## src/rtl/spi_reg_bank_arbiter_if.sv

```systemverilog
// Bus bundle between the two requesters (SPI slave port and local host port)
// and the register bank arbiter.
//   master : requester side. Drives SPI address/data/strobe and the host
//            req/we/addr/wdata; receives spi_rdata and the host gnt/rdata/rvalid.
//   slave  : arbiter side. Mirror of master.
interface spi_reg_bank_arbiter_if #(
  parameter int unsigned ADDR_W = 3,
  parameter int unsigned REG_W  = 8
);
  logic [ADDR_W-1:0] spi_addr;
  logic [REG_W-1:0]  spi_wdata;
  logic              spi_wr_dv;
  logic [REG_W-1:0]  spi_rdata;

  logic              host_req;
  logic              host_we;
  logic [ADDR_W-1:0] host_addr;
  logic [REG_W-1:0]  host_wdata;
  logic              host_gnt;
  logic [REG_W-1:0]  host_rdata;
  logic              host_rvalid;

  modport master (
    output spi_addr, spi_wdata, spi_wr_dv,
    output host_req, host_we, host_addr, host_wdata,
    input  spi_rdata, host_gnt, host_rdata, host_rvalid
  );

  modport slave (
    input  spi_addr, spi_wdata, spi_wr_dv,
    input  host_req, host_we, host_addr, host_wdata,
    output spi_rdata, host_gnt, host_rdata, host_rvalid
  );
endinterface

```

## src/rtl/spi_reg_bank_arbiter.sv

```systemverilog
// Register bank shared between an SPI slave port and a local host port.
// SPI writes are unstallable strobes and always win; the host waits via req/gnt.
// A sticky per-register bitmap flags registers changed by SPI; a host read of
// a register clears its bit.
// Ports:
//   clk, rstb    : clock, asynchronous active-low reset
//   ena          : global enable; low freezes all state and blocks grants
//   bus (slave)  : SPI addr/wdata/wr_dv/rdata and host req/we/addr/wdata/gnt/rdata/rvalid
//   reg_changed  : bit i set by an accepted SPI write to register i
//   spi_wr_drop  : one-cycle pulse after an SPI write to a read-only register
module spi_reg_bank_arbiter #(
  parameter int unsigned           ADDR_W  = 3,
  parameter int unsigned           REG_W   = 8,
  parameter logic [2**ADDR_W-1:0] RO_MASK = '0
) (
  input  logic                   clk,
  input  logic                   rstb,
  input  logic                   ena,
  spi_reg_bank_arbiter_if.slave  bus,
  output logic [2**ADDR_W-1:0]   reg_changed,
  output logic                   spi_wr_drop
);

  localparam int unsigned Depth = 2**ADDR_W;

  typedef enum logic {StIdle, StRdResp} state_e;

  state_e            state_q, state_d;
  logic [REG_W-1:0]  bank_q [Depth];
  logic [REG_W-1:0]  bank_d [Depth];
  logic [Depth-1:0]  changed_q, changed_d;
  logic [REG_W-1:0]  rdata_q, rdata_d;
  logic              drop_q, drop_d;

  logic spi_wr_ok;
  logic host_wr;
  logic host_rd;

  assign spi_wr_ok = ena & bus.spi_wr_dv & ~RO_MASK[bus.spi_addr];
  assign host_wr   = bus.host_gnt & bus.host_we;
  assign host_rd   = bus.host_gnt & ~bus.host_we;

  // State register
  always_ff @(posedge clk or negedge rstb) begin
    if (!rstb) begin
      state_q <= StIdle;
    end else begin
      state_q <= state_d;
    end
  end

  // Next-state logic
  always_comb begin
    state_d = state_q;
    if (ena) begin
      unique case (state_q)
        StIdle:   if (host_rd) state_d = StRdResp;
        StRdResp: state_d = StIdle;
        default:  state_d = StIdle;
      endcase
    end
  end

  // FSM outputs; grant is blocked by a concurrent SPI strobe so the two
  // write ports and the changed-bit set/clear can never collide.
  always_comb begin
    bus.host_gnt    = 1'b0;
    bus.host_rvalid = 1'b0;
    unique case (state_q)
      StIdle:   bus.host_gnt    = ena & bus.host_req & ~bus.spi_wr_dv;
      StRdResp: bus.host_rvalid = ena;
      default:  ;
    endcase
  end

  // Bank, changed bitmap, read data and drop flag next-state
  always_comb begin
    bank_d    = bank_q;
    changed_d = changed_q;
    rdata_d   = rdata_q;
    drop_d    = drop_q;
    if (ena) begin
      drop_d = bus.spi_wr_dv & RO_MASK[bus.spi_addr];
      if (host_wr) begin
        bank_d[bus.host_addr] = bus.host_wdata;
      end
      if (host_rd) begin
        rdata_d                  = bank_q[bus.host_addr];
        changed_d[bus.host_addr] = 1'b0;
      end
      if (spi_wr_ok) begin
        bank_d[bus.spi_addr]    = bus.spi_wdata;
        changed_d[bus.spi_addr] = 1'b1;
      end
    end
  end

  always_ff @(posedge clk or negedge rstb) begin
    if (!rstb) begin
      for (int i = 0; i < int'(Depth); i++) begin
        bank_q[i] <= '0;
      end
      changed_q <= '0;
      rdata_q   <= '0;
      drop_q    <= 1'b0;
    end else begin
      bank_q    <= bank_d;
      changed_q <= changed_d;
      rdata_q   <= rdata_d;
      drop_q    <= drop_d;
    end
  end

  // No write bypass: SPI sees a new value the cycle after the write edge
  assign bus.spi_rdata  = bank_q[bus.spi_addr];
  assign bus.host_rdata = rdata_q;
  assign reg_changed    = changed_q;
  // A drop pulse pending across an ena-low stretch is shown once ena returns
  assign spi_wr_drop    = drop_q & ena;

endmodule

```

## src/flat_wrapper.sv

```systemverilog
// flat-port wrapper written by rule: the top's interface ports become plain ports
module spi_reg_bank_arbiter_flat 
#(
  parameter int unsigned           ADDR_W  = 3,
  parameter int unsigned           REG_W   = 8,
  parameter logic [2**ADDR_W-1:0] RO_MASK = '0
)
  (clk, rstb, ena, reg_changed, spi_wr_drop, bus_spi_addr, bus_spi_wdata, bus_spi_wr_dv, bus_host_req, bus_host_we, bus_host_addr, bus_host_wdata, bus_spi_rdata, bus_host_gnt, bus_host_rdata, bus_host_rvalid);
  spi_reg_bank_arbiter_if #(.ADDR_W(ADDR_W), .REG_W(REG_W)) bus_i ();
  input  logic clk;
  input  logic rstb;
  input  logic ena;
  output logic [2**ADDR_W-1:0] reg_changed;
  output logic spi_wr_drop;
  input wire logic [$bits(bus_i.spi_addr)-1:0] bus_spi_addr;
  input wire logic [$bits(bus_i.spi_wdata)-1:0] bus_spi_wdata;
  input wire logic [$bits(bus_i.spi_wr_dv)-1:0] bus_spi_wr_dv;
  input wire logic [$bits(bus_i.host_req)-1:0] bus_host_req;
  input wire logic [$bits(bus_i.host_we)-1:0] bus_host_we;
  input wire logic [$bits(bus_i.host_addr)-1:0] bus_host_addr;
  input wire logic [$bits(bus_i.host_wdata)-1:0] bus_host_wdata;
  output wire logic [$bits(bus_i.spi_rdata)-1:0] bus_spi_rdata;
  output wire logic [$bits(bus_i.host_gnt)-1:0] bus_host_gnt;
  output wire logic [$bits(bus_i.host_rdata)-1:0] bus_host_rdata;
  output wire logic [$bits(bus_i.host_rvalid)-1:0] bus_host_rvalid;
  assign bus_i.spi_addr = bus_spi_addr;
  assign bus_i.spi_wdata = bus_spi_wdata;
  assign bus_i.spi_wr_dv = bus_spi_wr_dv;
  assign bus_i.host_req = bus_host_req;
  assign bus_i.host_we = bus_host_we;
  assign bus_i.host_addr = bus_host_addr;
  assign bus_i.host_wdata = bus_host_wdata;
  assign bus_spi_rdata = bus_i.spi_rdata;
  assign bus_host_gnt = bus_i.host_gnt;
  assign bus_host_rdata = bus_i.host_rdata;
  assign bus_host_rvalid = bus_i.host_rvalid;
  spi_reg_bank_arbiter #(.ADDR_W(ADDR_W), .REG_W(REG_W), .RO_MASK(RO_MASK)) u_core (.clk(clk), .rstb(rstb), .ena(ena), .bus(bus_i), .reg_changed(reg_changed), .spi_wr_drop(spi_wr_drop));
endmodule
```

## config.mk

```make
export PLATFORM = sky130hd
export DESIGN_NAME = spi_reg_bank_arbiter_flat
export DESIGN_NICKNAME = d
export VERILOG_FILES = /design/src/rtl/spi_reg_bank_arbiter_if.sv /design/src/rtl/spi_reg_bank_arbiter.sv /design/src/flat_wrapper.sv
export SDC_FILE = /design/constraint.sdc
export NUM_CORES = 1
export LEC_CHECK = 0
export BUFFER_PORTS_ARGS = -buffer_cell sky130_fd_sc_hd__buf_2
export CORE_ASPECT_RATIO = 2
export CORE_MARGIN = 1
export CORE_UTILIZATION = 59
export CTS_CLUSTER_DIAMETER = 80
export DETAILED_ROUTE_END_ITERATION = 10
export PLACE_DENSITY = 0.78
export SLEW_MARGIN = 10
export SYNTH_ARGS = -nofsm -noshare
export SYNTH_HDL_FRONTEND = slang
export SYNTH_SLANG_ARGS = --single-unit
export TNS_END_PERCENT = 10
```

## constraint.sdc

```tcl
create_clock -name clk -period 1.9 [get_ports clk]
set_input_delay 0.285 -clock clk [delete_from_list [all_inputs] [get_ports clk]]
set_output_delay 0.285 -clock clk [all_outputs]
set_load 0.01 [all_outputs]
```

==> results.md, run 1 <==
* Outcome: complete, but fails checks
* Failing checks: negative setup slack
* CTS Buffer Depth at 2
* Final Non-Filler Cells at 670
* # placed instances at 648
* Count of final hold-check violations at 0
* Antenna-violating nets left at 0
* Grt total ovfl at 0
* CP Launch Type: flop
* Static leakage at 2.62 nW
* IO buf count at 53
* DP Wirelength at 12400 µm
* Core Area at 7940 µm²
* Commonest cells after routing, fill and taps aside: 81 x dfrtp_1, 53 x buf_4, 50 x buf_2
* Final #Nets at 598
* Largest fanout on the critical path at 2
* Largest family of logic cells by synthesized area: compound AO/OA/AOI/OAI gates
* FF-to-FF Start: u_core.state_q$_DFFE_PN0P_
* Most common cell after layout, fill and taps aside: dfrtp_1
* Ys flop type: dfrtp_1
* Synth Area in Simple Gates at 0.138
* CTS tree: built
* FILL cells at 599
* Cell depth of the worst flop-to-flop path at 4
* Drt total wl at 17700 µm
* Routability Congestion at 1.06
* Cells on Worst Hold Path at 2
* Layout cells sized above 1 at 0.322
* R2R setup slack at 0.25 ns
* Synth-to-layout area growth at 18.8%
* Num rows at 46
* Die width at 66.2 µm
* Die Ht at 130 µm
* Vias in the first global route at 4747
* Reg2Reg Capture Point: u_core.bus.host_rdata[5]$_DFFE_PN0P_
* RSZ-0062 raised after global routing: true
* Pre-CTS WS at 0.0330 ns
* Setup TNS at -0.0104 ns
* Xor/xnor share of the synthesized area at 0
* EDFF count, synth at 0
* Least-Margin Pin Slew at 0.613 ns
* Register area share after synthesis at 0.417
* Post-DR vias/cell at 7.02
* Initial core utilization at 0.612
* CTS Buf Count at 9
* Ys async rst share at 1.00
* Setup crit end kind: output pin
* Worst Hold End: u_core.state_q$_DFFE_PN0P_
* Die footprint at 8630 µm²
* Final setup viols at 1
* Synthesized flop and latch total at 81
* Post-Synthesis Cells at 496
* GRT Total Usage at 0.440
* Mux cell area share after synthesis at 0.0874
* Slew margin rel. at 0.591
* Peak VDD IR at 0.806 mV
* Worst-skew pair later-pin latency at 0.34 ns
* Netlist cell types at 55
* DR iter-0 viols at 623
* Worst hold-check path type: in2reg
* CP Data Required Time at 1.62 ns
* Largest net degree at the start of global routing at 44
* # DRC at 0
* Clock slew at reported path FFs at 0.07 ns
* Period Utilization, post-route at 1.01
* Critical path class: reg2out
* # IOs at 55
* Mean Syn Cell Area at 9.81 µm²
* Clk sinks at 81
* Fin Hold WS at 0.239 ns
* Syn. warnings at 0
* Final setup margin at -0.0104 ns
* Cell Pwr Density at 1010 nW/µm²
* # diodes at 0
* Worst hold path startpoint: ena
* Via count at 4704
* Root Driver: clkbuf_16
* Synthesized Nets at 524
* H-tree lvl count at 3
* Mapped cell area at 4860 µm²
* Worst Clk Skew at 0.00915 ns
* Post-synthesis compound-gate area fraction at 0.270
* Initial antenna violation count at 0
* Wirelength per Cell at 26.4 µm
* Pins Over Slew Limit at 0
* Max Cap Violations at 0
* Min cycle time layout at 1.91 ns
* First-pass GRT wire length at 26700 µm
* Fmax at 0.523 GHz
* First-pass iteration count of the detailed router at 6
* CP arrival at 1.63 ns
* Adder-cell area share of the yosys netlist at 0
## per-layer routing
metal / routed length [µm] / vias to the layer above / track usage
met5: 0 / - / 0
met4: 1610 / 0 / 0.370
met3: 1830 / 120 / 0.101
met2: 8470 / 386 / 0.683
met1: 5790 / 2225 / 0.504
li1: - / 1973 / -
## cell usage after synthesis (3+ instances only)
master / n / area share
dfrtp_1: 81 / 0.42
o22ai_1: 49 / 0.063
inv_1: 42 / 0.032
a21oi_1: 32 / 0.033
nand2_1: 25 / 0.019
mux2i_1: 20 / 0.041
a21oi_2: 16 / 0.029
buf_1: 16 / 0.012
o21ai_0: 16 / 0.016
o22a_1: 16 / 0.029
o21a_1: 15 / 0.023
buf_2: 13 / 0.013
nor2_1: 12 / 0.0093
nand2b_1: 10 / 0.013
buf_6: 8 / 0.019
mux4_2: 8 / 0.037
o221a_2: 8 / 0.019
or3_1: 8 / 0.010
a22oi_1: 7 / 0.011
nand3_1: 6 / 0.0062
and2_1: 5 / 0.0064
buf_4: 5 / 0.0077
nand2_2: 5 / 0.0064
nand3b_1: 5 / 0.0077
nor2b_1: 5 / 0.0064
o31ai_1: 5 / 0.0077
a22o_1: 4 / 0.0072
a31oi_1: 4 / 0.0051
and3_1: 4 / 0.0051
clkbuf_1: 4 / 0.0031
mux2_2: 4 / 0.0093
nand3_2: 4 / 0.0082
and2_4: 3 / 0.0054
nand4_4: 3 / 0.013
## worst max-delay path, stage by stage, from the launching register on
cell and delay (ns):
dfrtp_1 0.40, mux4_2 0.48, mux2_4 0.28, buf_6 0.12
## cell type report
type	instances	area (µm²)	share of cell area
flip-flops and latches	81	2030	0.351
clock buffers	9	225	0.0390
inverters	42	158	0.0273
well taps	96	120	0.0208
multi-input cells	327	2420	0.418
repair buffers	109	737	0.128
clock inverters	6	93.8	0.0162
## sequential cells by signal, indices dropped and copies added (netlist names)
name,flops
u_core.reg_changed,8
u_core.bank_q,64
u_core.bus.host_rdata,8
u_core.state_q,1
## kinds of logic (layout without fill, tap and decap cells)
| group | count (synthesis) | in the layout |
|---|---|---|
| mux | 32 | 32 |
| compound gates | 187 | 187 |
| simple gates | 107 | 107 |
| buf+inv | 88 | 166 |
| other cells | 1 | 1 |
| flops | 81 | 81 |
## per-stage QoR
step / utilization / total power, mW / area (µm²)
after CTS: 0.724 / 5.78 / 5750
final: 0.727 / 5.84 / 5780
after detailed placement: 0.679 / 3.88 / 5390
after global placement: 0.679 / 3.82 / 5390
after floorplan: - / 3.34 / 4860
after global routing: 0.727 / 6.08 / 5780
## what timing repair did
| action | 4_1_cts | 5_1_grt |
|---|---|---|
| hold buffers | 1 | 0 |
| hold endpoints to repair | 41 | 0 |
| endpoints found under the setup margin | 1 | 6 |
| resized for setup | 2 | 3 |
| setup buffers | 3 | 3 |
| gates cloned | 0 | 0 |
## worst max path at each step
stage          cells past startpoint                     startpoint                to  slack [ns]
6_report                           3   u_core.bank_q[5]$_DFFE_PN0P_  bus_spi_rdata[5]       -0.01
5_1_grt                            3   u_core.bank_q[5]$_DFFE_PN0P_  bus_spi_rdata[5]       -0.03
4_1_cts                            3  u_core.bank_q[29]$_DFFE_PN0P_  bus_spi_rdata[5]       -0.01
3_5_place_dp                       6                bus_spi_addr[0]  bus_spi_rdata[1]        0.03
3_3_place_gp                       6                bus_spi_addr[0]  bus_spi_rdata[1]        0.06
2_1_floorplan                      4                bus_spi_addr[0]  bus_spi_rdata[4]        0.20
## power by group
part | switching, mW | internal, mW | total [mW]
clock network | 0.724 | 1.15 | 1.87
logic | 0.775 | 0.715 | 1.49
registers | 0.338 | 2.14 | 2.48
total | 1.84 | 4.01 | 5.84
Power figures use the tool's default switching activity.
==> run 2, diff against run 1 <==
--- a/config.mk
+++ b/config.mk
@@ -12,6 +12,7 @@
 export CTS_CLUSTER_DIAMETER = 80
 export DETAILED_ROUTE_END_ITERATION = 10
 export PLACE_DENSITY = 0.78
+export SKIP_LAST_GASP = 1
 export SLEW_MARGIN = 10
 export SYNTH_ARGS = -nofsm -noshare
 export SYNTH_HDL_FRONTEND = slang
==> results.md, run 2 (synthesis results as in run 1) <==
* CP arrival at 1.62 ns
* Largest net degree at the start of global routing at 44
* Max FFs per register at 64
* CTS Buffer Depth at 2
* Die footprint at 8630 µm²
* DR iter-0 viols at 678
* Final #Nets at 598
* Worst-skew pair later-pin latency at 0.34 ns
* Cell Pwr Density at 1010 nW/µm²
* CP Data Required Time at 1.62 ns
* DP Wirelength at 12400 µm
* Max layer used: met4
* Min cycle time layout at 1.90 ns
* Static leakage at 2.62 nW
* Met3 wire length at 1680 µm
* Routability Congestion at 1.06
* Largest fanout on the critical path at 3
* CTS Buf Count at 9
* Max Cap Violations at 0
* Via count at 4739
* Reg area at 2030 µm²
* Final Non-Filler Cells at 670
* Vias in the first global route at 4747
* First-pass iteration count of the detailed router at 5
* Outcome: complete, but fails checks
* Area post-placement at 5390 µm²
* Final instance area at 5780 µm²
* Final setup viols at 1
* Count of final hold-check violations at 0
* Setup crit end kind: output pin
* Drt total wl at 17700 µm
* FILL cells at 597
* GRT Total Usage at 0.440
* Root Driver: clkbuf_16
* RSZ-0062 raised after global routing: true
* Multi-input gate area at 2420 µm²
* Clock slew at reported path FFs at 0.06 ns
* Failing checks: negative setup slack
* Least-Margin Pin Slew at 0.632 ns
* Grt total ovfl at 0
* Period Utilization, post-route at 1.00
* Post-DR vias/cell at 7.07
* Wirelength per Cell at 26.4 µm
* Peak VDD IR at 0.805 mV
* # DRC at 0
* Die Ht at 130 µm
* Clk sinks at 81
* Layout cells sized above 1 at 0.321
* # IOs at 55
* Initial antenna violation count at 0
* Core Area at 7940 µm²
* DRT met1 WL at 5910 µm
* First-pass GRT wire length at 26700 µm
* Pins Over Slew Limit at 0
* Die width at 66.2 µm
* Num rows at 46
* Routed wl met2 at 8460 µm
* CTS tree: built
* H-tree lvl count at 3
* Initial core utilization at 0.612
* Antenna-violating nets left at 0
* CP Launch Type: flop
* Final Power at 5.84 mW
* Most common cell after layout, fill and taps aside: dfrtp_1
* Worst hold-check path type: in2reg
* Fmax at 0.526 GHz
* Synth-to-layout area growth at 18.7%
* Commonest cells after routing, fill and taps aside: 81 x dfrtp_1, 53 x buf_4, 50 x buf_2
* # diodes at 0
* Pre-CTS WS at 0.0330 ns
* # placed instances at 648
* IO buf count at 53
* Biggest register: u_core.bank_q
* Worst Clk Skew at 0.00860 ns
* Critical path class: reg2out
* Final setup margin at -0.00293 ns
* Slew margin rel. at 0.579
-- run 2: worst max-delay path, stage by stage (launching register included) --
cell,delay [ns]
dfrtp_1,0.40
mux4_2,0.47
mux2_4,0.28
buf_6,0.12
-- run 2: what timing repair did --
| item | 4_1_cts | 5_1_grt |
|---|---|---|
| hold endpoints to repair | 41 | 0 |
| endpoints found under the setup margin | 1 | 6 |
| resized for setup | 2 | 1 |
| setup buffers | 3 | 3 |
| hold buffers | 1 | 0 |
-- run 2: power by group --
part | total [mW] | switching [mW] | internal (mW)
clock | 1.87 | 0.721 | 1.15
combinational | 1.49 | 0.773 | 0.714
sequential | 2.48 | 0.341 | 2.14
total | 5.84 | 1.84 | 4.01
-- run 2: path summary, 6_finish.rpt --
check / startpoint / to / slack, ns / depth (start not counted)
worst min-delay path: ena / u_core.state_q$_DFFE_PN0P_ / 0.24 / 2
worst max register to register: u_core.state_q$_DFFE_PN0P_ / u_core.bus.host_rdata[5]$_DFFE_PN0P_ / 0.24 / 4
worst min register to register: u_core.bus.host_rdata[2]$_DFFE_PN0P_ / u_core.bus.host_rdata[2]$_DFFE_PN0P_ / 0.48 / 2
min in group asynchronous: rstb / u_core.reg_changed[5]$_DFFE_PN0P_ / 0.48 / 2
worst max-delay path: u_core.bank_q[21]$_DFFE_PN0P_ / bus_spi_rdata[5] / -0.003 / 3
max in group asynchronous: rstb / u_core.bank_q[47]$_DFFE_PN0P_ / 0.78 / 3
-- run 2: final cells by class --
type	instances	share of cell area
inverter	42	0.0273
sequential	81	0.351
tap	96	0.0208
clock buffer	9	0.0390
timing repair buffer	109	0.128
multi-input combinational	327	0.418
clock inverter	6	0.0162
-- run 2: routing by layer --
layer,GRT usage,vias to the layer above
met3,0.101,131
met2,0.683,386
met1,0.504,2251
met4,0.370,0
met5,0,-
li1,-,1971
-- run 2: metrics by stage --
step | hold slack [ns] | utilization | TNS [ns]
after floorplan | -0.0106 | - | 0
after global placement | 0.310 | 0.679 | 0
after detailed placement | 0.311 | 0.679 | 0
after CTS | 0.220 | 0.724 | -0.0125
after global routing | 0.241 | 0.727 | -0.0384
final | 0.237 | 0.727 | -0.00293
